<file path="config.mk">
export PLATFORM = sky130hd
export DESIGN_NAME = approx_mul_err_monitor
export DESIGN_NICKNAME = d
export VERILOG_FILES = /design/src/rtl/approx_mon_pkg.sv /design/src/rtl/approx_err_calc.sv /design/src/rtl/approx_mul_err_monitor.sv
export SDC_FILE = /design/constraint.sdc
export NUM_CORES = 1
export LEC_CHECK = 0
export CORE_ASPECT_RATIO = 0.75
export CORE_MARGIN = 1
export CORE_UTILIZATION = 30
export CTS_BUF_LIST = sky130_fd_sc_hd__clkbuf_8
export CTS_CLUSTER_SIZE = 25
export DETAILED_ROUTE_END_ITERATION = 8
export SLEW_MARGIN = 10
export SYNTH_ARGS = -nofsm -noshare
export SYNTH_HDL_FRONTEND = slang
export SYNTH_SLANG_ARGS = --single-unit
</file>
<file path="constraint.sdc">
create_clock -name clk -period 8.8 [get_ports clk]
set_input_delay 1.76 -clock clk [delete_from_list [all_inputs] [get_ports clk]]
set_output_delay 1.76 -clock clk [all_outputs]
set_load 0.01 [all_outputs]
</file>
<file path="src/rtl/approx_mon_pkg.sv">
// Shared types, default sizing and helpers for the approximate-multiplier error monitor.
package approx_mon_pkg;

  localparam int unsigned DEF_WIDTH       = 8;
  localparam int unsigned DEF_WINDOW_LOG2 = 8;

  typedef enum logic [1:0] {
    ACCUM  = 2'd0,
    DRAIN  = 2'd1,
    REPORT = 2'd2
  } mon_state_t;

  // Absolute-error sum width: room for 2^window_log2 maximal product-width errors.
  function automatic int unsigned acc_w(input int unsigned width, input int unsigned window_log2);
    return 2 * width + window_log2;
  endfunction

endpackage

</file>
<file path="src/rtl/approx_err_calc.sv">
// Combinational exact-vs-approximate product comparison: absolute error, error and over-estimate flags.
module approx_err_calc
  import approx_mon_pkg::*;
#(
  parameter int unsigned WIDTH = DEF_WIDTH
) (
  input  logic [WIDTH-1:0]   in_a,
  input  logic [WIDTH-1:0]   in_b,
  input  logic [2*WIDTH-1:0] in_p,
  output logic [2*WIDTH-1:0] ae,
  output logic               err,
  output logic               over
);

  localparam int unsigned PW = 2 * WIDTH;

  logic [PW-1:0]      exact;
  logic signed [PW:0] diff;

  // Signed difference on one extra bit, folded to magnitude; |diff| always fits in PW bits.
  always_comb begin
    exact = PW'(in_a) * PW'(in_b);
    diff  = $signed({1'b0, exact}) - $signed({1'b0, in_p});
    ae    = diff[PW] ? PW'(-diff) : PW'(diff);
    err   = (ae != '0);
    over  = (in_p > exact);
  end

endmodule

</file>
<file path="src/rtl/approx_mul_err_monitor.sv">
// Windowed error-metric accumulator for an approximate multiplier, with valid/ready window reports.
module approx_mul_err_monitor
  import approx_mon_pkg::*;
#(
  parameter  int unsigned WIDTH       = DEF_WIDTH,
  parameter  int unsigned WINDOW_LOG2 = DEF_WINDOW_LOG2,
  localparam int unsigned ACC_W       = acc_w(WIDTH, WINDOW_LOG2)
) (
  input  logic                   clk,
  input  logic                   rst_n,
  input  logic                   clear,
  input  logic                   in_valid,
  output logic                   in_ready,
  input  logic [WIDTH-1:0]       in_a,
  input  logic [WIDTH-1:0]       in_b,
  input  logic [2*WIDTH-1:0]     in_p,
  output logic                   out_valid,
  input  logic                   out_ready,
  output logic [ACC_W-1:0]       out_sum_ae,
  output logic [2*WIDTH-1:0]     out_mae,
  output logic [2*WIDTH-1:0]     out_max_ae,
  output logic [WINDOW_LOG2:0]   out_err_cnt,
  output logic [WINDOW_LOG2:0]   out_over_cnt
);

  localparam int unsigned PW = 2 * WIDTH;
  localparam int unsigned CW = WINDOW_LOG2 + 1;
  localparam logic [CW-1:0] LAST_IDX = CW'((1 << WINDOW_LOG2) - 1);

  mon_state_t state, state_nxt;

  logic [CW-1:0]    cnt;
  logic             s1_vld, s1_err, s1_over;
  logic [PW-1:0]    s1_ae;
  logic [ACC_W-1:0] acc_sum;
  logic [PW-1:0]    acc_max;
  logic [CW-1:0]    acc_err, acc_over;

  logic [PW-1:0]    c_ae;
  logic             c_err, c_over;
  logic             accept, rpt_done;
  logic             in_ready_d, out_valid_d, load_rpt;

  assign accept   = in_valid & in_ready & ~clear;
  assign rpt_done = out_valid & out_ready;

  approx_err_calc #(.WIDTH(WIDTH)) u_calc (
    .in_a (in_a),
    .in_b (in_b),
    .in_p (in_p),
    .ae   (c_ae),
    .err  (c_err),
    .over (c_over)
  );

  // State register
  always_ff @(posedge clk or negedge rst_n) begin
    if (!rst_n) state <= ACCUM;
    else        state <= state_nxt;
  end

  // Next-state logic; clear overrides every other event
  always_comb begin
    state_nxt = state;
    if (clear) begin
      state_nxt = ACCUM;
    end else begin
      case (state)
        ACCUM:   if (accept && (cnt == LAST_IDX)) state_nxt = DRAIN;
        DRAIN:   state_nxt = REPORT;
        REPORT:  if (rpt_done) state_nxt = ACCUM;
        default: state_nxt = ACCUM;
      endcase
    end
  end

  // Output decode: next values of the handshake flags and the report-capture strobe
  always_comb begin
    in_ready_d  = (state_nxt == ACCUM);
    out_valid_d = ~clear & (state == REPORT) & ~rpt_done;
    load_rpt    = ~clear & (state == REPORT) & ~out_valid;
  end

  // Registered handshake flags
  always_ff @(posedge clk or negedge rst_n) begin
    if (!rst_n) begin
      in_ready  <= 1'b1;
      out_valid <= 1'b0;
    end else begin
      in_ready  <= in_ready_d;
      out_valid <= out_valid_d;
    end
  end

  // Stage 1: capture per-sample error metrics on accept
  always_ff @(posedge clk or negedge rst_n) begin
    if (!rst_n) begin
      s1_vld  <= 1'b0;
      s1_ae   <= '0;
      s1_err  <= 1'b0;
      s1_over <= 1'b0;
    end else begin
      s1_vld <= accept;
      if (accept) begin
        s1_ae   <= c_ae;
        s1_err  <= c_err;
        s1_over <= c_over;
      end
    end
  end

  // Stage 2: accept counter and window accumulators
  always_ff @(posedge clk or negedge rst_n) begin
    if (!rst_n) begin
      cnt      <= '0;
      acc_sum  <= '0;
      acc_max  <= '0;
      acc_err  <= '0;
      acc_over <= '0;
    end else if (clear || rpt_done) begin
      cnt      <= '0;
      acc_sum  <= '0;
      acc_max  <= '0;
      acc_err  <= '0;
      acc_over <= '0;
    end else begin
      if (accept) cnt <= cnt + CW'(1);
      if (s1_vld) begin
        acc_sum  <= acc_sum + ACC_W'(s1_ae);
        acc_err  <= acc_err + CW'(s1_err);
        acc_over <= acc_over + CW'(s1_over);
        if (s1_ae > acc_max) acc_max <= s1_ae;
      end
    end
  end

  // Report registers, captured once on entry to REPORT and held until consumed
  always_ff @(posedge clk or negedge rst_n) begin
    if (!rst_n) begin
      out_sum_ae   <= '0;
      out_mae      <= '0;
      out_max_ae   <= '0;
      out_err_cnt  <= '0;
      out_over_cnt <= '0;
    end else if (load_rpt) begin
      out_sum_ae   <= acc_sum;
      out_mae      <= PW'(acc_sum >> WINDOW_LOG2);
      out_max_ae   <= acc_max;
      out_err_cnt  <= acc_err;
      out_over_cnt <= acc_over;
    end
  end

endmodule

</file>
## After elaboration in Yosys (flattened, before gate mapping)

Cells that the tools add are included.

| word-level totals | value |
|---|---|
| register bits | 164 |

| operators by class | value |
|---|---|
| magnitude comparators | 2 |
| reduce and logical (&&, ||, !) cells | 9 |
| $add $sub $neg | 6 |
| equal/unequal tests | 3 |
| multiplexer cells | 16 |
| multipliers | 1 |
| bitwise logic cells | 9 |

Operators by type and width:

| kind | count |
|---|---|
| $mux 16 | 4 |
| $mux 9 | 6 |
| $mux 24 | 2 |
| $gt 16x16->1 | 2 |
| $add 24x16->24 | 1 |
| $add 9x1->9 | 2 |
| $sub 16x16->17 | 1 |
| $mul 8x8->16 | 1 |
| $neg 16->16 | 1 |
| $reduce_bool 16->1 | 1 |
| $add 9x1->9 const B | 1 |
| $eq 9x8->1 const B | 1 |
| $and 1x1->1 | 6 |
| $mux 2 | 3 |
| $pmux 2 s3 | 1 |
| $reduce_bool 2->1 | 3 |
| $logic_not 2->1 | 2 |
| $not 1->1 | 3 |
| $eq 2x1->1 const B | 1 |
| $eq 2x2->1 const B | 1 |
| $reduce_and 2->1 | 1 |
| $logic_and 1x1->1 | 1 |
| $logic_or 1x1->1 | 1 |

## Depth between registers and ports, before layout

Gate-level depths: netlist (run 1).

| depth | value |
|---|---|
| depth in word-level cells | 7 |
| depth in mapped cells | 29 |
| gate-level depth less buffers | 29 |

## Hierarchy

Synthesis (run 1) repeated with hierarchy kept, for this count alone.

| second synthesis, totals | value |
|---|---|
| cells, all modules | 1,106 |
| area total of the unflattened synthesis | 11,010.6 um^2 |

Modules (own cells, without submodules):

| module | area each (um^2) | cells an instance | sequential area each (um^2) | times used |
|---|---|---|---|---|
| approx_mul_err_monitor | 7,322.0 | 643 | 3,704.8 | 1 |
| approx_err_calc | 3,688.5 | 463 | 0.0 | 1 |

## Worst setup path before layout (run 1)

No wires, ideal clock.

| timing path | value |
|---|---|
| path type | input to register |
| start | in in_a[1] |
| end | reg s1_err |
| slack | 1.264 ns |
| cell stages on the path | 27 |
| setup time | 0.129 ns |
| arrival | 7.407 ns |
| cell sequence | and2_1 -> fa_1 -> fa_1 -> inv_1 -> fa_1 -> fa_1 -> inv_1 -> ha_1 -> inv_1 -> nor2_1 -> nor2_1 -> o21bai_1 -> a21oi_1 -> o21bai_1 -> a21oi_1 -> xnor2_1 -> ha_1 -> a21oi_1 -> o21ai_0 -> a221o_1 -> a211o_1 -> clkbuf_1 -> a31oi_1 -> xnor2_1 -> o2111ai_1 -> and4b_1 -> a21oi_1 |

| between the ends | value |
|---|---|
| word-level cells in the longest chain between the ends | 5 |

RTL lines:

| what | RTL line | text |
|---|---|---|
| from (decl) | approx_mul_err_monitor.sv:14 | `input logic [WIDTH-1:0] in_a,` |
| $mul 8x8->16 * | approx_err_calc.sv:22 | `exact = PW'(in_a) * PW'(in_b);` |
| $sub 16x16->17 * | approx_err_calc.sv:23 | `diff = $signed({1'b0, exact}) - $signed({1'b0, in_p});` |
| $neg 16->16 | approx_err_calc.sv:24 | `ae = diff[PW] ? PW'(-diff) : PW'(diff);` |
| $mux 16 * | approx_err_calc.sv:24 |  |
| $reduce_bool 16->1 * | approx_err_calc.sv:25 | `err = (ae != '0);` |
| to (signal assigned) | approx_mul_err_monitor.sv:106 | `s1_err <= c_err;` |
| to (decl) | approx_mul_err_monitor.sv:33 | `logic s1_vld, s1_err, s1_over;` |

Mark *: on every way between the ends. The rest lies on a longest branch, timed or not.
A chain may end at the register's enable or synchronous reset.

## Final worst setup path (run 1)

Ends and elaborated chain as after synthesis.

==> impl_metrics.yaml, run 1 <==
floorplanning:
  dieHeight_um: 166.3
  initial_core_util_pct: 30.80
  ios: 113
  rows: 59
  coreArea_um2: 35060
  dieArea_um2: 36770
  die_w_um: 221.1
place:
  gp_congestion: 0.8050
  dpl.hpwl_mm: 18.31
  io_buffer_count: 112
  place_inst: 1660
sta:
  finalCriticalPeriod_ps: 8120
  slew_headroom_pct: 23.64
  setup_viol: 0
  finalClockSkew_ps: 22.71
  fin_crit_sh_pct: 92.28
  worst_pin_slew_ps: 1116
  slew_violations: 0
  hold_viol: 0
  rsz0062_at_grt: "false"
  fmax_mhz: 123.1
  tns_ps: 0
cells_and_area:
  antenna_cells: 0
  drive_gt1_share_pct: 10.04
  finalNetCount: 1389
  fillerInstances: 3532
  layout.cells.non_filler: 1692
  syn2layout_area_growth_pct: 17.88
min_path:
  hold_depth: 1
  hold_path.class: "reg -> reg"
  hp-start: "state[0]"
  whs_endpoint: "state[0]"
power_and_ir_drop:
  ir_drop_mv: 0.2071
  switching_share_pct: 46.44
  p_sw_uw: 1765
  power_frac_clock_pct: 14.4
  p_int_uw: 2035
  p_comb_share_pct: 63.1
  p_seq_share_pct: 22.5
  p_leak_uw: 0.005814
  powerDensity_nw_per_um2: 298.6
cts:
  cts_tree: "done"
  cts_setup_buffers: 0
  cts_sinks: 148
  cts.htree.levels: 4
  post_cts_resized: 0
  cts.path.max_buffers: 2
  holdBufCountCts: 0
  cts_buffers: 17
  ctsRootBufferMaster: "clkbuf_8"
  clk_pin_slew_worst_paths_ps: 100
  clk-insertion-delay-late_ps: 450
setup_path:
  ff2ff_setup_slack_ps: 5020
  crit_top_cell: "a21oi_1"
  end_kind: "flop"
  required_ps: 9170
  worstSetupStartpointType: "primary input"
  worst_ep_arrival_time_ps: 8490
  r2r_end: "acc_sum[20]"
  crit_family: "compound AO/OA/AOI/OAI gates"
  worst-path-buf-inv: 4
  rr_startpoint: "s1_ae[0]"
  rr_worst_depth: 12
  critPathMaxFanout: 8
  critical_path.slowest_cell: "fa_1"
  path_class: "in -> reg"
  max_stage_delay_ps: 540
yosys:
  async_flop_share_pct: 100.0
  avgSynthCellArea_um2: 9.531
  netlist_area_um2: 10800
  synthDistinctLibCells: 74
  synth-edff-count: 0
  ys_warn_count: 0
  synth_nets: 1300
  synth_flop_cell: "dfrtp_1"
  postSynthCellCount: 1133
  synth.yosys.seq_area_share_pct: 34.31
  ys_ff_latch: 148
global_routing:
  grt_pass1_wl_mm: 40.31
  grt_pass1_vias: 7805
  grt_max_degree: 84
  antenna_found_initial: 0
  grt-ovfl-total: 0
  grtUsageTotal_pct: 13.34
routing:
  routed_wl_mm: 23.83
  first_pass_iters: 5
  routedWlPerCell_um: 14.08
  final_antenna_net_count: 0
  drc_errors: 0
  drt_iter0_markers: 576
  via_per_inst: 4.866
  vias: 8233
flow_run:
  cap_viol_max_count: 0
run_status:
  outcome: "completed"
-- cells by family (layout without fill, tap and decap cells) --
| family | after synthesis | after routing | synth area share [%] |
|---|---|---|---|
| AND/OR/NAND/NOR | 350 | 350 | 16.45 |
| XOR/XNOR | 69 | 69 | 5.596 |
| flip-flops | 148 | 148 | 34.31 |
| adder cells (fa/ha/maj) | 130 | 130 | 17.70 |
| AO/OA/AOI/OAI | 201 | 201 | 11.90 |
| buffers and inverters | 156 | 258 | 6.048 |
| multiplexers | 79 | 79 | 7.994 |
-- layout by cell type, fill, tap and decap left out, types with 6 or more instances in the layout --
cell,n
a211o_1,7
a21o_1,9
a21oi_1,60
a31oi_1,6
and2_1,53
and3_1,11
buf_4,10
clkbuf_8,18
clkdlybuf4s50_1,111
dfrtp_1,147
fa_1,38
ha_1,92
inv_1,103
inv_6,6
mux2_2,58
mux2i_1,21
nand2_1,81
nand2b_1,6
nand3_1,24
nand4_1,14
nor2_1,90
nor2b_1,6
nor3_1,19
o21a_1,10
o21ai_0,58
o21bai_1,9
or2_2,6
or3_1,12
xnor2_1,44
xor2_1,25
-- layout make-up --
type                    instances  area (um2)  area share, %
multi-input cells             829        6455          50.71
well taps                     457       571.8          4.492
clock buffers                  18       247.7          1.946
clock inverters                14       162.7          1.278
inverters                     104       390.4          3.067
repair buffers                122        1197          9.406
flip-flops and latches        148        3705          29.10
-- Yosys cell counts, types with 7 or more instances --
| library cell | count | area share (%) |
|---|---|---|
| a211o_1 | 7 | 0.57 |
| a21o_1 | 9 | 0.63 |
| a21oi_1 | 61 | 2.8 |
| and2_1 | 53 | 3.1 |
| and3_1 | 11 | 0.64 |
| buf_4 | 17 | 1.2 |
| clkbuf_1 | 29 | 1.0 |
| dfrtp_1 | 147 | 34 |
| fa_1 | 38 | 7.0 |
| ha_1 | 92 | 11 |
| inv_1 | 103 | 3.6 |
| mux2_2 | 58 | 6.0 |
| mux2i_1 | 21 | 1.9 |
| nand2_1 | 81 | 2.8 |
| nand3_1 | 24 | 1.1 |
| nand4_1 | 14 | 0.81 |
| nor2_1 | 90 | 3.1 |
| nor3_1 | 20 | 0.93 |
| o21a_1 | 10 | 0.70 |
| o21ai_0 | 58 | 2.7 |
| o21bai_1 | 9 | 0.63 |
| or3_1 | 12 | 0.70 |
| xnor2_1 | 44 | 3.6 |
| xor2_1 | 25 | 2.0 |
-- state kept, by name, indices dropped and copies added, names as in the netlist --
signal        count
in_ready          1
out_over_cnt      9
out_err_cnt       9
s1_ae            16
out_sum_ae       24
out_valid         1
s1_vld            1
cnt               9
s1_over           1
acc_err           9
out_max_ae       16
s1_err            1
state             2
acc_sum          24
acc_max          16
acc_over          9
-- worst register-to-register path: cells and delay by family (launching register included) --
| family | cells | cell delay [ps] |
|---|---|---|
| AO/OA/AOI/OAI | 7 | 2170 |
| flip-flops | 1 | 410 |
| XOR/XNOR | 1 | 210 |
| adder cells (fa/ha/maj) | 2 | 640 |
| AND/OR/NAND/NOR | 2 | 220 |
-- through the flow --
stage / instance area, um2 / total power [uW] / setup slack [ps] / utilization, % / hold slack [ps]
2_1_floorplan: 10800 / 2669 / 1264 / - / 437.5
3_3_place_gp: 12320 / 3210 / 351.0 / 35.13 / 455.8
3_5_place_dp: 12320 / 3249 / 222.7 / 35.13 / 464.6
4_1_cts: 12730 / 3820 / 683.6 / 36.30 / 478.4
5_1_grt: 12730 / 4155 / 160.5 / 36.30 / 489.1
6_report: 12730 / 3801 / 679.5 / 36.30 / 478.5
-- how the worst max path moves through the flow --
stage	start	endpoint	slack, ps	cells past startpoint
after global placement	in_b[4]	s1_err	350	27
after detailed placement	in_a[1]	s1_err	220	30
after floorplan	in_a[1]	s1_err	1260	27
final	in_a[1]	s1_err	680	27
after CTS	in_a[1]	s1_err	680	30
after global routing	in_a[1]	s1_err	160	30
-- power groups by stage --
stage / clock, uW / sequential [uW] / combinational [uW]
after global routing: 597 / 865 / 2690
final: 548 / 854 / 2400
after detailed placement: 0 / 867 / 2380
after CTS: 566 / 854 / 2400
after global placement: 0 / 865 / 2350
after floorplan: 0 / 822 / 1850
-- per-layer routing --
layer | vias up | global-route usage [%] | share of wire (%)
met1 | 3988 | 19.14 | 51
met2 | 138 | 20.79 | 45
met3 | 21 | 2.141 | 3.1
met4 | 0 | 3.466 | 1.1
met5 | - | 0 | 0
li1 | 4086 | - | -
Note: power is estimated with default switching activity, not from simulation.
==> inputs of run 2 (changes only) <==
--- a/config.mk
+++ b/config.mk
@@ -6,7 +6,7 @@
 export NUM_CORES = 1
 export LEC_CHECK = 0
 export CORE_ASPECT_RATIO = 0.75
-export CORE_MARGIN = 1
+export CORE_MARGIN = 1.5
 export CORE_UTILIZATION = 30
 export CTS_BUF_LIST = sky130_fd_sc_hd__clkbuf_8
 export CTS_CLUSTER_SIZE = 25
@@ -15,3 +15,4 @@
 export SYNTH_ARGS = -nofsm -noshare
 export SYNTH_HDL_FRONTEND = slang
 export SYNTH_SLANG_ARGS = --single-unit
+export TNS_END_PERCENT = 20
==> run 2 against run 1 <==
Largest power group unchanged. Combinational power about the same. Die area increased by 1.1%. Critical path depth grew 3. Critical endpoint unchanged. Largest cell class unchanged. Final area is 0.63% higher. Sequential power is essentially flat. Worst hold slack about the same. Sequential share of layout area fell by 0.18 points. Cell count is the same. Maximum frequency is essentially flat. Clock skew is 13 ps lower.
==> impl_metrics.yaml, run 2 (synthesis results as in run 1) <==
run_status:
  outcome: "completed"
routing:
  via_per_inst: 4.784
  drt_iter0_markers: 483
  vias: 8095
  routed_wl_mm: 23.74
  first_pass_iters: 5
  drc_errors: 0
  routedWlPerCell_um: 14.03
  final_antenna_net_count: 0
floorplanning:
  ios: 113
  coreArea_um2: 35060
  dieArea_um2: 37160
  dieHeight_um: 167.3
  die_w_um: 222.1
  initial_core_util_pct: 30.80
  rows: 59
sta:
  finalClockSkew_ps: 10.08
  rsz0062_at_grt: "false"
  fmax_mhz: 123.1
  slew_headroom_pct: 22.11
  worst_pin_slew_ps: 1139
  setup_viol: 0
  fin_crit_sh_pct: 92.30
  hold_viol: 0
  finalCriticalPeriod_ps: 8123
  slew_violations: 0
  tns_ps: 0
power_and_ir_drop:
  switching_share_pct: 44.53
  powerDensity_nw_per_um2: 302.5
  ir_drop_mv: 0.2315
  p_comb_share_pct: 61.4
  power_frac_clock_pct: 16.6
  p_sw_uw: 1726
  p_int_uw: 2150
  p_leak_uw: 0.005858
  p_seq_share_pct: 22.0
cts:
  post_cts_resized: 0
  cts_sinks: 148
  cts_setup_buffers: 0
  clk-insertion-delay-late_ps: 440
  ctsRootBufferMaster: "clkbuf_8"
  cts.htree.levels: 4
  clk_pin_slew_worst_paths_ps: 80
  cts_buffers: 17
  cts.path.max_buffers: 2
  holdBufCountCts: 0
  cts_tree: "done"
global_routing:
  grtUsageTotal_pct: 13.13
  grt_pass1_vias: 7830
  antenna_found_initial: 0
  grt-ovfl-total: 0
  grt_max_degree: 79
  grt_pass1_wl_mm: 40.14
setup_path:
  ff2ff_setup_slack_ps: 5060
  crit_family: "adder cells"
  r2r_end: "acc_sum[20]"
  required_ps: 9120
  rr_startpoint: "s1_ae[0]"
  worstSetupStartpointType: "primary input"
  crit_top_cell: "fa_1"
  worst_ep_arrival_time_ps: 8450
  critPathMaxFanout: 8
  critical_path.slowest_cell: "clkdlybuf4s50_1"
  path_class: "in -> reg"
  rr_worst_depth: 12
  max_stage_delay_ps: 540
  end_kind: "flop"
  worst-path-buf-inv: 4
place:
  gp_congestion: 0.8288
  dpl.hpwl_mm: 18.34
  io_buffer_count: 112
flow_run:
  cap_viol_max_count: 0
min_path:
  hp-start: "state[0]"
  hold_path.class: "reg -> reg"
  hold_depth: 1
  whs_endpoint: "state[0]"
cells_and_area:
  final_cell_mix: "147 x dfrtp_1, 111 x clkdlybuf4s50_1, 104 x inv_1"
  layout_commonest_cell: "dfrtp_1"
  syn2layout_area_growth_pct: 18.62
  antenna_cells: 0
  largestRegisters: "acc_sum (24), out_sum_ae (24)"
  final_core_util_pct: 36.53
  finalNetCount: 1389
  fillerInstances: 3556
  drive_gt1_share_pct: 9.960
[run 2: layout make-up]
type                            instances  area, um2  area share [%]
Clock buffer                           19      261.5           2.041
Clock inverter                         13      229.0           1.787
Sequential cell                       148       3705           28.92
Timing Repair Buffer                  122       1197           9.348
Tap cell                              457      571.8           4.464
Inverter                              104      390.4           3.047
Multi-Input combinational cell        829       6455           50.39
[run 2: worst max path at each step]
stage            start      to  cells after the start
2_1_floorplan  in_a[1]  s1_err                     27
3_3_place_gp   in_b[4]  s1_err                     30
3_5_place_dp   in_a[1]  s1_err                     27
4_1_cts        in_a[1]  s1_err                     27
5_1_grt        in_a[1]  s1_err                     30
6_report       in_a[1]  s1_err                     30
[run 2: per-layer routing]
metal / GRT usage [%] / share of wire (%) / wire length [um] / vias up
met1: 19.15 / 53 / 12530 / 3903
met5: 0 / 0 / 0 / -
met3: 2.351 / 2.8 / 664 / 16
met4: 2.770 / 0.82 / 194 / 0
met2: 20.23 / 44 / 10350 / 115
li1: - / - / - / 4061
[run 2: per-stage QoR]
| step | hold slack [ps] | power [uW] | instance area [um2] | instances | worst slack, ps |
|---|---|---|---|---|---|
| global placement | 456.7 | 3196 | 12320 | 1660 | 384.7 |
| floorplan | 437.5 | 2669 | 10800 | 1133 | 1264 |
| global route | 492.1 | 4239 | 12810 | 1692 | 201.6 |
| detailed placement | 465.1 | 3237 | 12320 | 1660 | 225.4 |
| CTS | 479.7 | 3899 | 12810 | 1692 | 692.7 |
| finish | 478.4 | 3875 | 12810 | 1692 | 677.2 |
[run 2: power groups by stage]
stage / Clock [uW] / Combinational, uW / Sequential (uW)
3_3_place_gp: 0 / 2330 / 867
5_1_grt: 689 / 2680 / 865
6_report: 643 / 2380 / 854
2_1_floorplan: 0 / 1850 / 822
3_5_place_dp: 0 / 2370 / 868
4_1_cts: 659 / 2390 / 855
[run 2: worst reg2reg max path: stages, from the launching register on]
cell and delay (ps):
dfrtp_1 420, ha_1 240, fa_1 410, a21oi_1 170, o21bai_1 100, a21oi_1 220, o21ai_0 180, a41oi_1 300
a21oi_1 170, a2111oi_0 990, nor3_1 150, xnor2_1 210, nor2_1 50
